===== src/rtl/redirect_pkg.sv =====
// Shared types for the PC redirect arbiter: source codes, FSM states and
// the priority-compare helper used when a pending redirect may be replaced.
package redirect_pkg;

   localparam int NUM_SRC = 5;
   localparam int PC_W    = 32;

   // Numeric order doubles as priority order: a lower nonzero code wins.
   typedef enum logic [2:0] {
      SRC_NONE   = 3'd0,
      SRC_ERA    = 3'd1,
      SRC_EENTRY = 3'd2,
      SRC_CSR    = 3'd3,
      SRC_EX     = 3'd4,
      SRC_PD     = 3'd5
   } redir_src_e;

   typedef enum logic [1:0] {
      ST_IDLE  = 2'd0,
      ST_PEND  = 2'd1,
      ST_DRAIN = 2'd2
   } redir_state_e;

   // True when source a has priority higher than or equal to source b.
   function automatic logic src_ge(input redir_src_e a, input redir_src_e b);
      return (a != SRC_NONE) && (a <= b);
   endfunction

endpackage


===== src/rtl/redirect_prio_enc.sv =====
// Fixed-priority selector over the redirect sources (index 0 = highest).
// Produces the winning source code and its target PC, purely combinational.
module redirect_prio_enc
   import redirect_pkg::*;
(
   input  logic [NUM_SRC-1:0] req,
   input  logic [PC_W-1:0]    pc [NUM_SRC],
   output logic               win_valid,
   output redir_src_e         win_src,
   output logic [PC_W-1:0]    win_pc
);

   logic [NUM_SRC-1:0] higher;
   logic [NUM_SRC-1:0] grant;

   genvar gi;
   generate
      for (gi = 0; gi < NUM_SRC; gi++) begin : g_grant
         if (gi == 0) begin : g_top
            assign higher[gi] = 1'b0;
         end else begin : g_rest
            assign higher[gi] = |req[gi-1:0];
         end
         assign grant[gi] = req[gi] & ~higher[gi];
      end
   endgenerate

   // grant is one-hot, so OR-ing the selected PCs is a clean mux.
   always_comb begin
      win_valid = |req;
      win_src   = SRC_NONE;
      win_pc    = '0;
      for (int i = 0; i < NUM_SRC; i++) begin
         if (grant[i]) begin
            win_src = redir_src_e'(3'(i + 1));
            win_pc  = win_pc | pc[i];
         end
      end
   end

endmodule


===== src/rtl/pc_redirect_arb.sv =====
// PC redirect arbiter: picks the highest-priority redirect, offers it to fetch
// until accepted, bumps the fetch epoch and drains the front end afterwards.
// Optional statistics counters are enabled by defining PC_REDIRECT_STATS_EN.
module pc_redirect_arb
   import redirect_pkg::*;
#(
   parameter int FLUSH_CYC = 1
)(
   input  logic        clk,
   input  logic        rstn,
   input  logic        era_req,
   input  logic [31:0] era_pc,
   input  logic        eentry_req,
   input  logic [31:0] eentry_pc,
   input  logic        csr_req,
   input  logic [31:0] csr_pc,
   input  logic        ex_req,
   input  logic [31:0] ex_pc,
   input  logic        pd_req,
   input  logic [31:0] pd_pc,
   input  logic        fetch_ready,
   output logic        redir_valid,
   output logic [31:0] redir_pc,
   output logic [2:0]  redir_src,
   output logic        flush_front,
   output logic [1:0]  epoch,
   output logic [31:0] stat_redir_cnt,
   output logic [31:0] stat_pd_cnt
);

   localparam logic [2:0] DRAIN_LAST = (FLUSH_CYC > 0) ? 3'(FLUSH_CYC - 1) : 3'd0;

   logic [NUM_SRC-1:0] req_vec;
   logic [PC_W-1:0]    pc_vec [NUM_SRC];
   logic               win_valid;
   redir_src_e         win_src;
   logic [PC_W-1:0]    win_pc;

   redir_state_e       state_reg, state_next;
   logic [PC_W-1:0]    pc_reg, pc_next;
   redir_src_e         src_reg, src_next;
   logic [1:0]         epoch_reg;
   logic [2:0]         drain_cnt_reg, drain_cnt_next;
   logic               handshake;
   logic               load_win;

   assign req_vec   = {pd_req, ex_req, csr_req, eentry_req, era_req};
   assign pc_vec[0] = era_pc;
   assign pc_vec[1] = eentry_pc;
   assign pc_vec[2] = csr_pc;
   assign pc_vec[3] = ex_pc;
   assign pc_vec[4] = pd_pc;

   redirect_prio_enc u_prio_enc (
      .req       (req_vec),
      .pc        (pc_vec),
      .win_valid (win_valid),
      .win_src   (win_src),
      .win_pc    (win_pc)
   );

   assign handshake = (state_reg == ST_PEND) && fetch_ready;

   always_ff @(posedge clk or negedge rstn) begin
      if (!rstn) begin
         state_reg <= ST_IDLE;
      end else begin
         state_reg <= state_next;
      end
   end

   always_comb begin
      state_next = state_reg;
      case (state_reg)
         ST_IDLE: begin
            if (win_valid) state_next = ST_PEND;
         end
         ST_PEND: begin
            if (handshake) begin
               if (win_valid)          state_next = ST_PEND;
               else if (FLUSH_CYC > 0) state_next = ST_DRAIN;
               else                    state_next = ST_IDLE;
            end
         end
         ST_DRAIN: begin
            if (win_valid)                        state_next = ST_PEND;
            else if (drain_cnt_reg == DRAIN_LAST) state_next = ST_IDLE;
         end
         default: state_next = ST_IDLE;
      endcase
   end

   always_comb begin
      redir_valid = (state_reg == ST_PEND);
      flush_front = (state_reg != ST_IDLE);
      redir_pc    = redir_valid ? pc_reg : '0;
      redir_src   = redir_valid ? src_reg : SRC_NONE;
      epoch       = epoch_reg;
   end

   // While stalled only an equal-or-better source may overwrite the offer;
   // once fetch accepts, whatever arrives that cycle becomes the next offer.
   always_comb begin
      load_win = 1'b0;
      case (state_reg)
         ST_PEND: load_win = win_valid && (handshake || src_ge(win_src, src_reg));
         default: load_win = win_valid;
      endcase
      pc_next  = pc_reg;
      src_next = src_reg;
      if (load_win) begin
         pc_next  = win_pc;
         src_next = win_src;
      end else if (state_next != ST_PEND) begin
         pc_next  = '0;
         src_next = SRC_NONE;
      end
      drain_cnt_next = (state_reg == ST_DRAIN) ? drain_cnt_reg + 3'd1 : 3'd0;
   end

   always_ff @(posedge clk or negedge rstn) begin
      if (!rstn) begin
         pc_reg        <= '0;
         src_reg       <= SRC_NONE;
         epoch_reg     <= 2'd0;
         drain_cnt_reg <= 3'd0;
      end else begin
         pc_reg        <= pc_next;
         src_reg       <= src_next;
         drain_cnt_reg <= drain_cnt_next;
         if (handshake) epoch_reg <= epoch_reg + 2'd1;
      end
   end

`ifdef PC_REDIRECT_STATS_EN
   logic [31:0] stat_redir_reg;
   logic [31:0] stat_pd_reg;

   always_ff @(posedge clk or negedge rstn) begin
      if (!rstn) begin
         stat_redir_reg <= '0;
         stat_pd_reg    <= '0;
      end else if (handshake) begin
         if (stat_redir_reg != 32'hFFFF_FFFF) stat_redir_reg <= stat_redir_reg + 32'd1;
         if (src_reg == SRC_PD && stat_pd_reg != 32'hFFFF_FFFF) stat_pd_reg <= stat_pd_reg + 32'd1;
      end
   end

   assign stat_redir_cnt = stat_redir_reg;
   assign stat_pd_cnt    = stat_pd_reg;
`else
   assign stat_redir_cnt = '0;
   assign stat_pd_cnt    = '0;
`endif

endmodule

===== config.mk =====
export PLATFORM = sky130hd
export DESIGN_NAME = pc_redirect_arb
export DESIGN_NICKNAME = d
export VERILOG_FILES = /design/src/rtl/redirect_pkg.sv /design/src/rtl/redirect_prio_enc.sv /design/src/rtl/pc_redirect_arb.sv
export SDC_FILE = /design/constraint.sdc
export NUM_CORES = 1
export LEC_CHECK = 0
export ABC_AREA = 0
export BUFFER_PORTS_ARGS = -buffer_cell sky130_fd_sc_hd__buf_2
export CAP_MARGIN = 20
export CORE_AREA = 2 2 105 107
export CTS_CLUSTER_SIZE = 25
export DETAILED_ROUTE_END_ITERATION = 12
export DIE_AREA = 0 0 107 109
export GPL_ROUTABILITY_DRIVEN = 0
export PLACE_DENSITY = 0.69
export SLEW_MARGIN = 20
export SYNTH_ARGS = -nofsm -noshare
export SYNTH_HDL_FRONTEND = slang
export SYNTH_SLANG_ARGS = --single-unit
export TNS_END_PERCENT = 30

===== constraint.sdc =====
create_clock -name clk -period 2.26 [get_ports clk]
set_input_delay 0.565 -clock clk [delete_from_list [all_inputs] [get_ports clk]]
set_output_delay 0.565 -clock clk [all_outputs]
set_load 0.01 [all_outputs]

Yosys cells after proc, flatten, opt, wreduce, memory -nomap -nowiden
Index checks and enable logic that the tools add are counted.
Operators by class
  add/sub/neg operators: 2
  bitwise gates (word level): 12
  reduce and logical (&&, ||, !) cells: 13
  equal/unequal tests: 3
  multiplexer cells: 24
  magnitude comparators: 1
Operators by type and width (number)
  32-bit two-way mux: 8
  32-bit bitwise OR: 4
  3-bit two-way mux: 8
  2-bit two-way mux: 5
  2-bit one-hot mux with 3 select lines: 1
  5-bit OR reduction: 1
  1-bit bitwise AND: 4
  1-bit inverter: 4
  2-bit nonzero test: 2
  4-bit OR reduction: 1
  3-bit by 1-bit adder with 3-bit output (second input constant): 1
  3-bit <= comparator: 1
  1-bit logical AND: 3
  3-bit logical NOT: 1
  3-bit nonzero test: 1
  3-bit OR reduction: 1
  2-bit by 1-bit adder with 2-bit output (second input constant): 1
  2-bit by 1-bit equality test with 1-bit output (second input constant): 1
  2-bit equality test (second input constant): 1
  2-bit logical NOT: 1
  1-bit two-way mux: 2
  2-bit by 1-bit != test with 1-bit output (second input constant): 1
  2-bit OR reduction: 1
  1-bit logical OR: 1
Storage, ports and cells
  register bits: 42
  word-level logic and storage cells: 60
  input bits: 168

Logic depth before layout (Yosys ltp)
Gate-level depths: netlist (run 1).
  depth after elaboration: 12
  mapped depth: 13
  depth with buffers taken out: 9

Hierarchy
Synthesis (run 1) repeated with hierarchy kept, for this count alone.
Second synthesis, totals
  cells, all modules: 420
  area, all modules: 3699.8 um^2
By module, submodules not included
  pc_redirect_arb: cells an instance 226, area each 2399.8 um^2, seq. area each 1051.0 um^2, times used 1
  redirect_prio_enc: cells an instance 194, area each 1300.0 um^2, seq. area each 0.0 um^2, times used 1

Worst setup path after synthesis (run 1)
OpenSTA, ideal clock, no wires.
  kind: in2reg
  from: in eentry_req
  to: reg pc_reg[10]
  path buffers: 4
  data arrival time: 2625 ps
  stages: 13
  setup time: 78 ps
  slack: -443 ps
  cell sequence: buf_6 -> nor4_2 -> and2_1 -> buf_6 -> buf_8 -> nor2_1 -> inv_1 -> ha_1 -> and3b_1 -> o21ai_1 -> nor2_1 -> clkbuf_1 -> o2bb2ai_1
Between the ends
  cells in the longest elaborated chain, start to end: 12
RTL lines
  start: declaration: line pc_redirect_arb.sv:13  | input logic eentry_req,
  2-bit OR reduction: line redirect_prio_enc.sv:22  | assign higher[gi] = |req[gi-1:0];
  1-bit inverter: line redirect_prio_enc.sv:24  | assign grant[gi] = req[gi] & ~higher[gi];
  1-bit bitwise AND: line redirect_prio_enc.sv:24
  3-bit two-way mux (3 in a row): line redirect_prio_enc.sv:34  | if (grant[i]) begin
  3-bit <= comparator or 3-bit nonzero test (tied branches): line redirect_pkg.sv:26  | return (a != SRC_NONE) && (a <= b);
  1-bit logical AND: line redirect_pkg.sv:26
  1-bit logical OR: line pc_redirect_arb.sv:106  | ST_PEND: load_win = win_valid && (handshake || src_ge(win_src, src_reg));
  1-bit logical AND: line pc_redirect_arb.sv:106
  1-bit two-way mux: line pc_redirect_arb.sv:105  | case (state_reg)
  32-bit two-way mux or 2-bit nonzero test (tied branches)
  end signal: assignment: line pc_redirect_arb.sv:128  | pc_reg <= pc_next;
  end: declaration: line pc_redirect_arb.sv:40  | logic [PC_W-1:0] pc_reg, pc_next;
Parallel ways exist; a longest one is shown, timed or not.
A chain may end at the register's enable or synchronous reset.

Worst setup path in the final report (run 1)
  from: in csr_req
  to: reg pc_reg[19]
Between the ends
  cells in the longest elaborated chain, start to end: 11
RTL lines
  start: declaration: line pc_redirect_arb.sv:15  | input logic csr_req,
  3-bit OR reduction: line redirect_prio_enc.sv:22
  1-bit inverter: line redirect_prio_enc.sv:24
  1-bit bitwise AND: line redirect_prio_enc.sv:24
  3-bit two-way mux (2 in a row): line redirect_prio_enc.sv:34
  3-bit <= comparator or 3-bit nonzero test (tied branches): line redirect_pkg.sv:26
  1-bit logical AND: line redirect_pkg.sv:26
  1-bit logical OR: line pc_redirect_arb.sv:106
  1-bit logical AND: line pc_redirect_arb.sv:106
  1-bit two-way mux: line pc_redirect_arb.sv:105
  32-bit two-way mux or 2-bit nonzero test (tied branches)
Parallel ways exist; a longest one is shown, timed or not.

==> results.yml, run 1 <==
yosys:
  seq_area_frac_synth: 0.3042
  synth-seq-cells: 42
  yosys_warnings: 0
  synth_edf_count: 0
  synth_cells: 351
  netlist_area_um2: 3455
  syn_area_per_cell_um2: 9.842
  synth_flop_cell: "dfrtp_1"
  yosysUniqueCellTypes: 33
  async_flop_share: 1.000
route:
  drc: 0
  num_vias: 3448
  detail_route.iter0.violations: 322
  firstDrtPassIters: 7
  drtAntennaViolNets: 0
  wl_per_cell_um: 15.19
  drt_wl_total_um: 10530
  vias_per_cell: 4.975
power:
  netSwitchingFraction: 0.3524
  clkPwrFrac: 0.189
  vdd_drop_max_v: 0.0002299
  power.switching_mw: 0.9335
  seqPwrFrac: 0.387
  leakagePower_nw: 2.202
  p_per_area_nw_per_um2: 587.4
  power_frac_comb: 0.424
  p_int_mw: 1.715
place:
  hpwl_um: 8266
  io_buffers: 206
die:
  die_x_um: 107
  core_um2: 10600
  initial_core_util: 0.3258
  rows: 38
  dieArea_um2: 11660
  pin_count: 271
  die_h_um: 109
critical_path:
  startpoint_type: "input port"
  critical_path_required_ns: 2.42
  crit_path_end_kind: "flip-flop"
  critical_path_class: "input port to flip-flop"
  cp_data_arrival_time_ns: 2.32
  cp_max_fo: 16
timing:
  finClkSkew_ns: 0.01114
  setup_violations: 0
  period_share: 0.9578
  whs_ns: 0.1971
  hold_viol_final: 0
  clock.fmax_mhz: 462.0
  slew_viol_final: 0
  rsz0062_at_grt: "false"
  period_minus_slack_ns: 2.165
layout:
  final_core_util: 0.4253
  final_common_cell: "buf_2"
  drive_above_1_share: 0.4448
  final.fill_count: 1068
  seq_area_um2: 1051
  largest_register_ffs: 32
  antennaDiodeCount: 0
  syn2layout_area_growth_pct: 30.53
  multiInputGateArea_um2: 1944
  nets: 725
  layout_common_cells: "206 x buf_2, 64 x conb_1, 42 x dfrtp_1"
global_routing:
  grtUsageTotal: 0.1685
  grt_pass1_vias: 3313
  antenna_found_initial: 0
  grt_max_degree: 40
  grt_pass1_wl_um: 15880
  overflow: 0
clock_network:
  path_clk_slew_ns: 0.09
  cts_buffers: 5
  htreeDepth: 2
  post_cts_buffers: 0
  clock_path_buffers: 2
  cts_tree: "built"
  clock-sinks: 42
  insertion_delay_ns: 0.29
  cts_root_buf: "clkbuf_8"
worst_hold_path:
  hold_path_class: "input port to async pin"
run:
  maxCapViolCount: 0
status:
  status: "finished clean"
[final cells by class]
type / count / share of cell area
clock inverter: 2 / 0.002775
tap: 140 / 0.03885
sequential: 42 / 0.2331
multi-input combinational: 268 / 0.4312
clock buffer: 6 / 0.01831
inverter: 8 / 0.006659
timing repair buffer: 227 / 0.2691
[power by group through the flow]
stage               logic [mW]  registers [mW]  clock network (mW)
floorplan                0.745            1.01                   0
global placement          1.09            1.04                   0
detailed placement        1.12            1.04                   0
CTS                       1.12            1.03               0.526
global route              1.23            1.05               0.557
finish                    1.12            1.02               0.501
[logic make-up (layout without fill, tap and decap cells)]
family,count (synthesis),in the layout,synth area share
AOI/OAI and AO/OA,107,107,0.2905
buffers and inverters,104,243,0.2169
and+or+nand+nor,89,89,0.1615
DFF,42,42,0.3042
adders and majority gates,5,5,0.01811
xor gates and xnor gates,3,3,0.007607
other,1,64,0.001086
[metal layers]
layer | part of all wire | up-vias | GRT usage
met5 | 0 | - | 0
met4 | 0.0044 | 0 | 0.02597
met3 | 0.069 | 8 | 0.03527
met2 | 0.52 | 177 | 0.3121
met1 | 0.41 | 1657 | 0.2049
li1 | - | 1606 | -
[worst max-delay path: stages]
cell,delay (ns)
buf_2,0.12
nor4_4,0.30
and2_4,0.22
nor2_4,0.04
inv_2,0.07
ha_4,0.20
a21o_1,0.20
o21ai_4,0.20
a21oi_4,0.11
buf_12,0.16
o2bb2ai_1,0.13
[synthesized netlist by cell type, types with 4 or more instances]
cell	instances	area, µm²
buf_4	67	503.0
dfrtp_1	42	1051
and2_1	37	231.5
o2bb2ai_1	34	297.8
nand2b_1	33	206.5
a221o_1	32	320.3
a222oi_1	31	310.3
clkbuf_1	9	33.78
buf_2	8	40.04
inv_1	8	30.03
nor2_1	7	26.28
buf_6	6	67.56
ha_1	5	62.56
buf_8	4	60.06
[path summary, 6_finish.rpt]
| kind | start | cells past startpoint | slack, ns | endpoint |
|---|---|---|---|---|
| worst max-delay path | csr_req | 11 | 0.1 | pc_reg[19] |
| worst min-delay path | rstn | 1 | 0.20 | epoch[1] |
| worst max register to register | state_reg[1] | 6 | 0.50 | pc_reg[19] |
| worst min register to register | epoch[1] | 1 | 0.47 | epoch[1] |
| max in group asynchronous | rstn | 2 | 1.38 | pc_reg[19] |
| min in group clk | epoch[1] | 1 | 0.47 | epoch[1] |
[what timing repair did]
action / in CTS / in global routing
resized for setup: 0 / 2
hold buffers: 0 / 0
hold endpoints to repair: 0 / 0
setup endpoints to repair: 0 / 34
[through the flow]
stage,std cells,power (mW),TNS (ns),setup slack [ns],cell area (µm²)
final,693,2.649,0,0.09547,4509
after detailed placement,685,2.156,-8.740,-0.2687,4404
after CTS,693,2.675,0,0.04007,4499
after global routing,693,2.832,0,0.005422,4509
after floorplan,414,1.760,-4.618,-0.1463,3745
after global placement,685,2.130,-6.347,-0.1951,4404
(Power assumes the default switching activity.)
==> inputs of run 2 (changes only) <==
--- a/config.mk
+++ b/config.mk
@@ -8,12 +8,12 @@
 export ABC_AREA = 0
 export BUFFER_PORTS_ARGS = -buffer_cell sky130_fd_sc_hd__buf_2
 export CAP_MARGIN = 20
-export CORE_AREA = 2 2 105 107
+export CORE_AREA = 2 2 106 108
 export CTS_CLUSTER_SIZE = 25
 export DETAILED_ROUTE_END_ITERATION = 12
-export DIE_AREA = 0 0 107 109
+export DIE_AREA = 0 0 108 110
 export GPL_ROUTABILITY_DRIVEN = 0
-export PLACE_DENSITY = 0.69
+export PLACE_DENSITY = 0.68
 export SLEW_MARGIN = 20
 export SYNTH_ARGS = -nofsm -noshare
 export SYNTH_HDL_FRONTEND = slang
==> constraint.sdc (replaced) <==
create_clock -name clk -period 2.6 [get_ports clk]
set_input_delay 0.65 -clock clk [delete_from_list [all_inputs] [get_ports clk]]
set_output_delay 0.65 -clock clk [all_outputs]
set_load 0.01 [all_outputs]
==> run 2 against run 1 <==
- worst hold slack gained 0.28 ns
- sequential share of layout area grew 0.24 points
- cell count shrank 0.43%
- critical endpoint is now pc_reg[13]
- highest routed layer unchanged
==> results.yml, run 2 (synthesis results as in run 1) <==
status:
  status: "finished clean"
clock_network:
  htreeDepth: 2
  insertion_delay_ns: 0.29
  cts_tree: "built"
  post_cts_buffers: 0
  holdBufCountCts: 0
  cts_buffers: 5
  cts_resized: 0
  cts_root_buf: "clkbuf_8"
  clock_path_buffers: 2
  path_clk_slew_ns: 0.09
  clock-sinks: 42
route:
  drtAntennaViolNets: 0
  firstDrtPassIters: 5
  drt_wl_total_um: 10400
  num_vias: 3446
  wl_per_cell_um: 15.07
  detail_route.iter0.violations: 239
  drc: 0
  vias_per_cell: 4.994
critical_path:
  crit_path_top_delay_cell: "nor4_4"
  crit_family: "compound AO/OA/AOI/OAI gates"
  startpoint_type: "input port"
  crit_path_end_kind: "flip-flop"
  critical_path_required_ns: 2.77
  cp_max_fo: 6
  critPathMaxStageDelay_ns: 0.28
  crit_chain: "buf_2 > nor4_4 > and2_1 > nor2_1 > inv_1 > ha_1 > a21o_1 > o21ai_2 > a21oi_4 > buf_4 > o2bb2ai_1"
  cp_data_arrival_time_ns: 2.52
  critical_path_class: "input port to flip-flop"
  critical_path_buf_inv_count: 3
layout:
  largest_register_ffs: 32
  layout_common_cells: "206 x buf_2, 64 x conb_1, 42 x dfrtp_1"
  instances_no_fill: 690
  nets: 722
  syn2layout_area_growth_pct: 29.23
  antennaDiodeCount: 0
  final_common_cell: "buf_2"
  drive_above_1_share: 0.4345
die:
  initial_core_util: 0.3229
  die_h_um: 110
  core_um2: 10700
  die_x_um: 108
  dieArea_um2: 11880
  rows: 38
  pin_count: 271
timing:
  period_share: 0.9059
  timing.slew.headroom: 0.3690
  slew_viol_final: 0
  period_minus_slack_ns: 2.355
  tns_ns: 0
  worstMarginPinSlew_ns: 0.9466
  hold_viol_final: 0
  rsz0062_at_grt: "false"
  finClkSkew_ns: 0.008339
  setup_violations: 0
  clock.fmax_mhz: 424.6
  setup_slack_ns: 0.2447
global_routing:
  overflow: 0
  antenna_found_initial: 0
  grt_max_degree: 43
  grtUsageTotal: 0.1678
  grt_pass1_wl_um: 15730
  grt_pass1_vias: 3277
run:
  maxCapViolCount: 0
place:
  hpwl_um: 8179
  dp.cells: 682
  io_buffers: 206
  pre_cts_ws_ns: -0.07298
power:
  finalPower_mw: 2.293
  vdd_drop_max_v: 0.0003299
  p_per_area_nw_per_um2: 513.5
  leakagePower_nw: 2.184
worst_hold_path:
  hold_path_class: "flip-flop to flip-flop"
## run 2: final timing paths
check | from | end | slack [ns] | cells after the start
max in group asynchronous | rstn | pc_reg[20] | 1.51 | 1
setup / recovery | csr_req | pc_reg[13] | 0.24 | 11
min in group asynchronous | rstn | epoch[1] | 0.49 | 1
setup reg to reg | src_reg[2] | pc_reg[13] | 0.83 | 7
hold / removal | epoch[1] | epoch[1] | 0.47 | 1
hold reg to reg | epoch[1] | epoch[1] | 0.47 | 1
## run 2: worst register-to-register path: stages (launching register included)
cell       delay [ns]
dfrtp_1          0.39
inv_1            0.06
ha_1             0.32
a21o_1           0.20
o21ai_2          0.24
a21oi_4          0.13
buf_4            0.18
o2bb2ai_1        0.12
## run 2: per-stage QoR
step	instance area, µm²	util	hold WS, ns
2_1_floorplan	3719	-	0.3544
3_3_place_gp	4374	0.4089	0.4483
3_5_place_dp	4374	0.4089	0.4612
4_1_cts	4464	0.4173	0.4830
5_1_grt	4464	0.4173	0.4944
6_report	4464	0.4173	0.4740
## run 2: layer usage
layer	global-route usage	share of wire
met1	0.2090	0.41
met2	0.3032	0.51
met3	0.02939	0.075
met4	0.03755	0.0051
met5	0	0
## run 2: final cells by class
cell class,instances,area (µm²)
Sequential cell,42,1051
Timing Repair Buffer,224,1204
Clock buffer,5,68.82
Tap cell,140,175.2
Inverter,8,30.03
Multi-Input combinational cell,268,1914
Clock inverter,3,21.27
Fill cell,1108,6233
## run 2: report_power, final
part	switching (mW)	total [mW]	internal, mW
combinational	0.504	0.979	0.474
sequential	0.0822	0.887	0.805
clock	0.238	0.427	0.189
